[src/rtl/button_conditioner.sv]
// -----------------------------------------------------------------------------
// button_conditioner
//
// Conditions N_CH raw, asynchronous push-button / switch inputs for the
// effect-control logic. Each channel is handled independently:
//   - a SYNC_STAGES-deep synchroniser brings the raw input into clk,
//   - a counter-based debouncer accepts a new value only after it has
//     persisted for DEBOUNCE_CYCLES consecutive cycles,
//   - a registered edge detector reports debounced transitions selected by
//     edge_mode (rising / falling / both / disabled),
//   - a hold counter issues a single long_press pulse once the debounced
//     level has stayed high for LONG_PRESS_CYCLES cycles.
//
// Ports:
//   clk          system clock (single clock domain)
//   reset        synchronous, active-high reset; clears every flop
//   button       [N_CH] raw asynchronous inputs, active-high
//   edge_mode    [2]    00 rising, 01 falling, 10 both, 11 disabled
//   level        [N_CH] debounced level per channel
//   button_edge  [N_CH] one-cycle pulse per qualifying debounced transition
//   long_press   [N_CH] one-cycle pulse per qualifying long hold
// -----------------------------------------------------------------------------
module button_conditioner #(
    parameter int N_CH              = 4,
    parameter int SYNC_STAGES       = 2,
    parameter int DEBOUNCE_CYCLES   = 50000,
    parameter int LONG_PRESS_CYCLES = 25000000
) (
    input  logic            clk,
    input  logic            reset,
    input  logic [N_CH-1:0] button,
    input  logic [1:0]      edge_mode,
    output logic [N_CH-1:0] level,
    output logic [N_CH-1:0] button_edge,
    output logic [N_CH-1:0] long_press
);

    localparam int DB_W   = $clog2(DEBOUNCE_CYCLES + 1);
    localparam int HOLD_W = $clog2(LONG_PRESS_CYCLES + 1);

    localparam logic [DB_W-1:0]   DB_LAST   = DB_W'(DEBOUNCE_CYCLES - 1);
    localparam logic [HOLD_W-1:0] HOLD_MAX  = HOLD_W'(LONG_PRESS_CYCLES);
    localparam logic [HOLD_W-1:0] HOLD_LAST = HOLD_W'(LONG_PRESS_CYCLES - 1);

    typedef enum logic [1:0] {
        EDGE_RISE = 2'b00,
        EDGE_FALL = 2'b01,
        EDGE_BOTH = 2'b10,
        EDGE_OFF  = 2'b11
    } edge_mode_e;

    edge_mode_e mode;
    assign mode = edge_mode_e'(edge_mode);

    for (genvar ch = 0; ch < N_CH; ch++) begin : g_ch
        logic [SYNC_STAGES-1:0] sync_q;
        logic                   sync_out;
        logic [DB_W-1:0]        db_cnt;
        logic [DB_W-1:0]        db_cnt_nxt;
        logic [HOLD_W-1:0]      hold_cnt;
        logic                   level_q;
        logic                   level_nxt;
        logic                   level_d;
        logic                   edge_q;
        logic                   edge_hit;
        logic                   long_q;

        assign sync_out = sync_q[SYNC_STAGES-1];

        // Debounce: any cycle where the synchronised value agrees with the
        // accepted level restarts the count, so glitches never accumulate.
        always_comb begin
            // NOTE: every output of a combinational block gets a default
            // first, so no path can leave it unassigned and infer a latch.
            level_nxt  = level_q;
            db_cnt_nxt = '0;
            if (sync_out != level_q) begin
                if (db_cnt == DB_LAST) begin
                    level_nxt = sync_out;
                end else begin
                    db_cnt_nxt = db_cnt + DB_W'(1);
                end
            end
        end

        // Edge qualification looks at the cycle in which the new level is
        // visible (level_q vs. its delayed copy), so a change of edge_mode
        // alone can never produce a pulse.
        always_comb begin
            edge_hit = 1'b0;
            case (mode)
                EDGE_RISE: edge_hit = level_q & ~level_d;
                EDGE_FALL: edge_hit = ~level_q & level_d;
                EDGE_BOTH: edge_hit = level_q ^ level_d;
                default:   edge_hit = 1'b0;
            endcase
        end

        always_ff @(posedge clk) begin
            if (reset) begin
                sync_q   <= '0;
                db_cnt   <= '0;
                hold_cnt <= '0;
                level_q  <= 1'b0;
                level_d  <= 1'b0;
                edge_q   <= 1'b0;
                long_q   <= 1'b0;
            end else begin
                // NOTE: sequential state uses non-blocking assignments so
                // every flop samples the pre-edge values of the others.
                sync_q  <= {sync_q[SYNC_STAGES-2:0], button[ch]};
                db_cnt  <= db_cnt_nxt;
                level_q <= level_nxt;
                level_d <= level_q;
                edge_q  <= edge_hit;

                // The hold count only advances while the level is high now
                // and stays high across this edge; a release landing on the
                // edge that would hit the limit therefore suppresses the pulse.
                if (!level_q || !level_nxt) begin
                    hold_cnt <= '0;
                end else if (hold_cnt != HOLD_MAX) begin
                    hold_cnt <= hold_cnt + HOLD_W'(1);
                end

                long_q <= level_q && level_nxt && (hold_cnt == HOLD_LAST);
            end
        end

        assign level[ch]       = level_q;
        assign button_edge[ch] = edge_q;
        assign long_press[ch]  = long_q;
    end

endmodule

[config.mk]
export PLATFORM = sky130hd
export DESIGN_NAME = button_conditioner
export DESIGN_NICKNAME = d
export VERILOG_FILES = /design/src/rtl/button_conditioner.sv
export SDC_FILE = /design/constraint.sdc
export NUM_CORES = 1
export LEC_CHECK = 0
export ABC_AREA = 0
export CAP_MARGIN = 40
export CELL_PAD_IN_SITES_DETAIL_PLACEMENT = 2
export CELL_PAD_IN_SITES_GLOBAL_PLACEMENT = 2
export CORE_MARGIN = 5
export CORE_UTILIZATION = 25
export CTS_CLUSTER_DIAMETER = 200
export DETAILED_ROUTE_END_ITERATION = 8
export PLACE_DENSITY = 0.54
export SYNTH_ARGS = -nofsm -noshare
export SYNTH_HDL_FRONTEND = slang
export SYNTH_SLANG_ARGS = --single-unit
[constraint.sdc]
create_clock -name clk -period 2.8 [get_ports clk]
set_input_delay 0.56 -clock clk [delete_from_list [all_inputs] [get_ports clk]]
set_output_delay 0.56 -clock clk [all_outputs]
set_load 0.01 [all_outputs]
==> results of run 1 <==
-- layout by cell type, fill, tap and decap left out, types with 3 or more instances in the layout --
master	instances
a211oi_1	3
a21oi_1	66
and2_1	6
and3_1	22
and4_1	24
and4b_1	4
buf_4	14
bufinv_16	3
clkbuf_16	17
clkdlybuf4s50_1	19
clkinvlp_4	6
dfxtp_1	188
ha_1	20
inv_1	38
mux2i_1	7
nand2_1	52
nand2b_1	10
nand3_1	66
nand4_1	43
nor2_1	117
nor2b_1	11
nor3_1	16
nor4_1	17
nor4b_1	7
nor4bb_1	8
o211ai_1	4
o21ai_0	28
o21ai_2	4
o31ai_1	28
or3_1	26
or4_1	39
xnor2_1	34
xor2_1	61
-- cell usage after synthesis, drive strengths merged, types with 4 or more instances --
| library cell | count | area (um2) |
|---|---|---|
| dfxtp | 188 | 3760 |
| nor2 | 117 | 439 |
| a21oi | 66 | 330 |
| nand3 | 66 | 330 |
| xor2 | 61 | 534 |
| nand2 | 52 | 195 |
| nand4 | 44 | 282 |
| clkbuf | 41 | 155 |
| or4 | 39 | 293 |
| inv | 38 | 143 |
| xnor2 | 34 | 298 |
| o21ai | 32 | 160 |
| o31ai | 28 | 210 |
| or3 | 28 | 178 |
| and4 | 25 | 220 |
| and3 | 22 | 138 |
| ha | 20 | 250 |
| buf | 17 | 116 |
| nor4 | 17 | 106 |
| nor3 | 16 | 80.1 |
| nor2b | 11 | 68.8 |
| nand2b | 10 | 62.6 |
| nor4bb | 8 | 80.1 |
| mux2i | 7 | 70.1 |
| nor4b | 7 | 61.3 |
| and2 | 6 | 37.5 |
| and4b | 4 | 40.0 |
| o211ai | 4 | 30.0 |
-- power by group through the flow --
stage	Clock, uW	Sequential (uW)	Combinational (uW)
2_1_floorplan	0	2750	26.5
3_3_place_gp	0	2750	51.6
3_5_place_dp	0	2750	51.6
4_1_cts	2700	2690	51.8
5_1_grt	2790	2690	55.6
6_report	2560	2690	49.4
-- sequential cells by signal, indices dropped and copies added (netlist names) --
signal	count
g_ch.level_q	4
g_ch.level_d	4
g_ch.edge_q	4
g_ch.db_cnt	64
g_ch.hold_cnt	100
g_ch.long_q	4
g_ch.sync_q	8
-- per-stage QoR --
stage | setup slack (ns) | hold WS [ns] | utilization | instance area, um2 | power, uW
after floorplan | 0.843 | 0.414 | - | 8810 | 2770
after global placement | 0.567 | 0.420 | 0.273 | 9460 | 2800
after detailed placement | 0.477 | 0.433 | 0.273 | 9460 | 2800
after CTS | 0.455 | 0.451 | 0.291 | 10100 | 5440
after global routing | 0.278 | 0.466 | 0.291 | 10100 | 5530
final | 0.497 | 0.441 | 0.291 | 10100 | 5300
-- final cells by class --
class / instances / area [um2]
Fill cell: 3874 / 24600
Sequential cell: 188 / 3760
Timing Repair Buffer: 35 / 335
Clock inverter: 13 / 166
Tap cell: 455 / 569
Multi-Input combinational cell: 741 / 4650
Clock buffer: 19 / 443
Inverter: 38 / 143
-- cell families (layout without fill, tap and decap cells) --
| group | count (synthesis) | after routing | synth area share |
|---|---|---|---|
| adders and majority gates | 20 | 20 | 0.0284 |
| muxes | 7 | 7 | 0.00795 |
| xor gates and xnor gates | 95 | 95 | 0.0945 |
| AOI/OAI and AO/OA | 139 | 139 | 0.0912 |
| and+or+nand+nor | 480 | 480 | 0.304 |
| DFF | 188 | 188 | 0.427 |
| buffers and inverters | 96 | 105 | 0.0470 |
-- final timing paths --
kind / to / slack, ns / depth (start not counted)
worst max-delay path: g_ch[3].hold_cnt[12] / 0.50 / 6
worst max register to register: g_ch[3].hold_cnt[12] / 0.50 / 6
worst min register to register: g_ch[3].sync_q[1] / 0.44 / 1
worst min-delay path: g_ch[3].sync_q[1] / 0.44 / 1
-- per-layer routing --
| metal | track usage | wire length [um] |
|---|---|---|
| met5 | 0 | 0 |
| met4 | 0.0367 | 303 |
| met3 | 0.0230 | 414 |
| met2 | 0.208 | 10900 |
| met1 | 0.154 | 11200 |
==> impl_metrics.env, run 1 <==
export IMPL_hp_start="g_ch[3].sync_q[0]"
export IMPL_crit_required_ns=3.12
export IMPL_max_stage_delay_ns=0.66
export IMPL_nets=1049
export IMPL_postRouteAntennaNets=0
export IMPL_netlist_area_um2=8810
export IMPL_syn_to_final_growth_pct=14.3
export IMPL_core_um2=34600
export IMPL_crit_path_end_kind="flip-flop"
export IMPL_fin_tns_setup_ns=0
export IMPL_yosysUniqueCellTypes=47
export IMPL_wire_per_inst_um=15.3
export IMPL_dr_first_iter_drc_count=181
export IMPL_finalCriticalPeriod_ns=2.30
export IMPL_path_cells="ha_1 > and3_1 > nand4_1 > o21ai_2 > buf_4 > a21oi_1"
export IMPL_p_seq_frac=0.507
export IMPL_clockRootBuffer="clkbuf_16"
export IMPL_pwr_density_cell_nw_per_um2=526
export IMPL_dieHeight_um=198
export IMPL_drc=0
export IMPL_clock_skew_ns=0.00893
export IMPL_p_int_uw=4140
export IMPL_ys_warn_count=0
export IMPL_vias_per_cell=4.92
export IMPL_ios=20
export IMPL_numCtsBuffers=17
export IMPL_synth_edf_count=0
export IMPL_arrival_ns=2.63
export IMPL_path_clk_slew_ns=0.07
export IMPL_layout_cells_non_filler=1489
export IMPL_cts_setup_buffers=0
export IMPL_place_congestion=0.707
export IMPL_insertion_delay_ns=0.44
export IMPL_synthCells=1025
export IMPL_finalHoldViolCount=0
export IMPL_syn_nets=1053
export IMPL_setup_violations_final=0
export IMPL_totalWireLength_mm=22.9
export IMPL_swShare=0.219
export IMPL_cpMaxStageDelayCell="o21ai_2"
export IMPL_die_x_um=198
export IMPL_start_util=0.254
export IMPL_p_comb_frac=0.009
export IMPL_yosys_register_bits=188
export IMPL_cts_tree="yes"
export IMPL_port_buffers=19
export IMPL_grt_overflow=0
export IMPL_status="complete, no violations"
export IMPL_dr_total_vias=7331
export IMPL_max_slew_margin=0.444
export IMPL_timing_final_max_slew_violations=0
export IMPL_rr_startpoint="g_ch[3].db_cnt[0]"
export IMPL_hp_class="flip-flop to flip-flop"
export IMPL_htreeDepth=4
export IMPL_fp_row_count=68
export IMPL_path_buf_inv=1
export IMPL_die_area_um2=39100
export IMPL_worst_setup_path_start_kind="flip-flop"
export IMPL_ir_drop_mv=0.399
export IMPL_track_usage=0.121
export IMPL_timing_final_crit_share=0.822
export IMPL_synth_seq_area_share=0.427
export IMPL_dp_hpwl_mm=16.4
export IMPL_power_switching_uw=1160
export IMPL_static_leakage_power_uw=0.00298
export IMPL_grt_setup_unrepaired="false"
export IMPL_antenna_found_initial=0
export IMPL_path_delay_family="compound AO/OA/AOI/OAI gates"
export IMPL_grt_pass1_vias=7820
export IMPL_synth_async_sr_flop_share=0
export IMPL_ctsResizeCount=0
export IMPL_crit_fanout=14
export IMPL_critPathKind="flip-flop to flip-flop"
export IMPL_cap_violations=0
export IMPL_crit_start="g_ch[3].db_cnt[0]"
export IMPL_syn_avg_cell_area_um2=8.59
export IMPL_cts_sinks=188
export IMPL_holdBufCountCts=0
export IMPL_yosys_most_used_dff="dfxtp_1"
export IMPL_grt_max_degree=27
export IMPL_layout_drive_gt1_share=0.0561
export IMPL_p_clk_frac=0.484
export IMPL_placed_cells=1457
export IMPL_first_pass_iters=5
export IMPL_grt_pass1_wl_mm=39.4
export IMPL_worstMarginPinSlew_ns=0.827
export IMPL_clock_path_buffers=2
export IMPL_n_antenna_cell=0
export IMPL_fmaxAchievable_mhz=434
(Power assumes the default switching activity.)
==> run 2, diff against run 1 <==
==> constraint.sdc (replaced) <==
create_clock -name clk -period 2.4 [get_ports clk]
set_input_delay 0.48 -clock clk [delete_from_list [all_inputs] [get_ports clk]]
set_output_delay 0.48 -clock clk [all_outputs]
set_load 0.01 [all_outputs]
==> impl_metrics.env, run 2 (synthesis gave the netlist of run 1 again) <==
export IMPL_grt_pass1_wl_mm=39.3
export IMPL_dp_slack_ns=0.247
export IMPL_cts_sinks=188
export IMPL_crit_required_ns=2.77
export IMPL_regArea_um2=3760
export IMPL_dr_total_vias=7357
export IMPL_ir_drop_mv=0.461
export IMPL_track_usage=0.121
export IMPL_finalCriticalPeriod_ns=2.20
export IMPL_finalHoldViolCount=0
export IMPL_clock_skew_ns=0.00872
export IMPL_setup_violations_final=0
export IMPL_p_int_uw=4920
export IMPL_reg_top3="g_ch.hold_cnt (100), g_ch.db_cnt (64), g_ch.sync_q (8)"
export IMPL_path_clk_slew_ns=0.07
export IMPL_grt_pass1_vias=7749
export IMPL_fmaxAchievable_mhz=455
export IMPL_power_switching_uw=1390
export IMPL_hp_start="g_ch[3].sync_q[0]"
export IMPL_layout_common_cells="188 x dfxtp_1, 117 x nor2_1, 66 x a21oi_1, 66 x nand3_1, 61 x xor2_1"
export IMPL_grt_max_degree=27
export IMPL_p_seq_frac=0.496
export IMPL_dr_first_iter_drc_count=215
export IMPL_rr_startpoint="g_ch[1].hold_cnt[1]"
export IMPL_totalWireLength_mm=22.8
export IMPL_postRouteAntennaNets=0
export IMPL_holdBufCountCts=0
export IMPL_layout_setup_ws_ns=0.200
export IMPL_grt_setup_unrepaired="false"
export IMPL_dp_hpwl_mm=16.5
export IMPL_insertion_delay_ns=0.44
export IMPL_dieHeight_um=198
export IMPL_placed_cells=1474
export IMPL_wire_per_inst_um=15.2
export IMPL_cap_violations=0
export IMPL_layout_drive_gt1_share=0.0723
export IMPL_cts_setup_buffers=0
export IMPL_worst_setup_path_start_kind="flip-flop"
export IMPL_n_antenna_cell=0
export IMPL_static_leakage_power_uw=0.00309
export IMPL_crit_start="g_ch[1].hold_cnt[1]"
export IMPL_p_comb_frac=0.010
export IMPL_drc=0
export IMPL_grt_overflow=0
export IMPL_worstMarginPinSlew_ns=0.523
export IMPL_multi_input_area_um2=4650
export IMPL_holdWs_ns=0.442
export IMPL_crit_path_end_kind="flip-flop"
export IMPL_htreeDepth=4
export IMPL_swShare=0.220
export IMPL_cts_tree="yes"
export IMPL_critPathKind="flip-flop to flip-flop"
export IMPL_core_um2=34600
export IMPL_syn_to_final_growth_pct=16.1
export IMPL_antenna_found_initial=0
export IMPL_timing_final_crit_share=0.917
export IMPL_fp_row_count=68
export IMPL_layout_cells_non_filler=1506
export IMPL_ctsResizeCount=0
export IMPL_clockRootBuffer="clkbuf_16"
export IMPL_fill_cells=3903
export IMPL_timing_final_max_slew_violations=0
export IMPL_clock_path_buffers=2
export IMPL_mostFrequentLayoutCell="dfxtp_1"
export IMPL_status="complete, no violations"
export IMPL_p_clk_frac=0.494
export IMPL_pwr_density_cell_nw_per_um2=618
export IMPL_first_pass_iters=4
export IMPL_hp_class="flip-flop to flip-flop"
export IMPL_crit_fanout=9
export IMPL_fin_tns_setup_ns=0
export IMPL_die_area_um2=39100
export IMPL_ios=20
export IMPL_largest_reg_flops=100
export IMPL_max_slew_margin=0.648
export IMPL_nets=1066
export IMPL_regMostFlops="g_ch.hold_cnt"
export IMPL_die_x_um=198
export IMPL_numCtsBuffers=17
export IMPL_start_util=0.254
export IMPL_arrival_ns=2.57
export IMPL_port_buffers=19
export IMPL_place_congestion=0.695
export IMPL_vias_per_cell=4.89
==> run 2: cell count changes in the layout (fill, tap and decap cells not counted), sizes merged <==
| cell | delta |
|---|---|
| buf | +17 |
| bufinv | +1 |
| clkinvlp | -4 |
| clkbuf | -2 |
| inv | +4 |
| clkinv | +1 |
==> run 2: layer usage <==
layer  part of all wire  GRT usage  wire length [um]  vias up
li1                   -          -                 -     3680
met1               0.50      0.158             11400     3639
met2               0.48      0.204             10900       30
met3              0.017     0.0255               390        8
met4             0.0075     0.0268               172        0
met5                  0          0                 0        -
==> run 2: worst paths after layout <==
path,cells after the start,to,slack [ns]
max reg2reg,5,g_ch[1].hold_cnt[24],0.20
min,1,g_ch[3].sync_q[1],0.44
max,5,g_ch[1].hold_cnt[24],0.20
min reg2reg,1,g_ch[3].sync_q[1],0.44
==> run 2: cell type report <==
| cell class | count | share of cell area |
|---|---|---|
| well taps | 455 | 0.0557 |
| inverters | 38 | 0.0140 |
| clock inverters | 15 | 0.0208 |
| multi-input cells | 741 | 0.454 |
| repair buffers | 52 | 0.0453 |
| flip-flops and latches | 188 | 0.368 |
| clock buffers | 17 | 0.0416 |
==> run 2: stage by stage <==
step | util | total power [uW] | area [um2]
2_1_floorplan | - | 3230 | 8810
3_3_place_gp | 0.277 | 3270 | 9580
3_5_place_dp | 0.277 | 3270 | 9580
4_1_cts | 0.295 | 6450 | 10200
5_1_grt | 0.295 | 6580 | 10200
6_report | 0.295 | 6310 | 10200
==> run 2: critical path, cell delays in order (launching register included) <==
cell and delay, ns:
dfxtp_1 0.41, ha_1 0.25, nand4_1 0.19, or4_1 0.62, or4_1 0.52, a21oi_1 0.14
==> run 2: power by group through the flow <==
stage	clock network, uW	logic, uW	registers [uW]
2_1_floorplan	0	30.9	3200
3_3_place_gp	0	62.9	3210
3_5_place_dp	0	63.8	3210
4_1_cts	3250	64.1	3130
5_1_grt	3370	68.7	3130
6_report	3120	61.3	3130
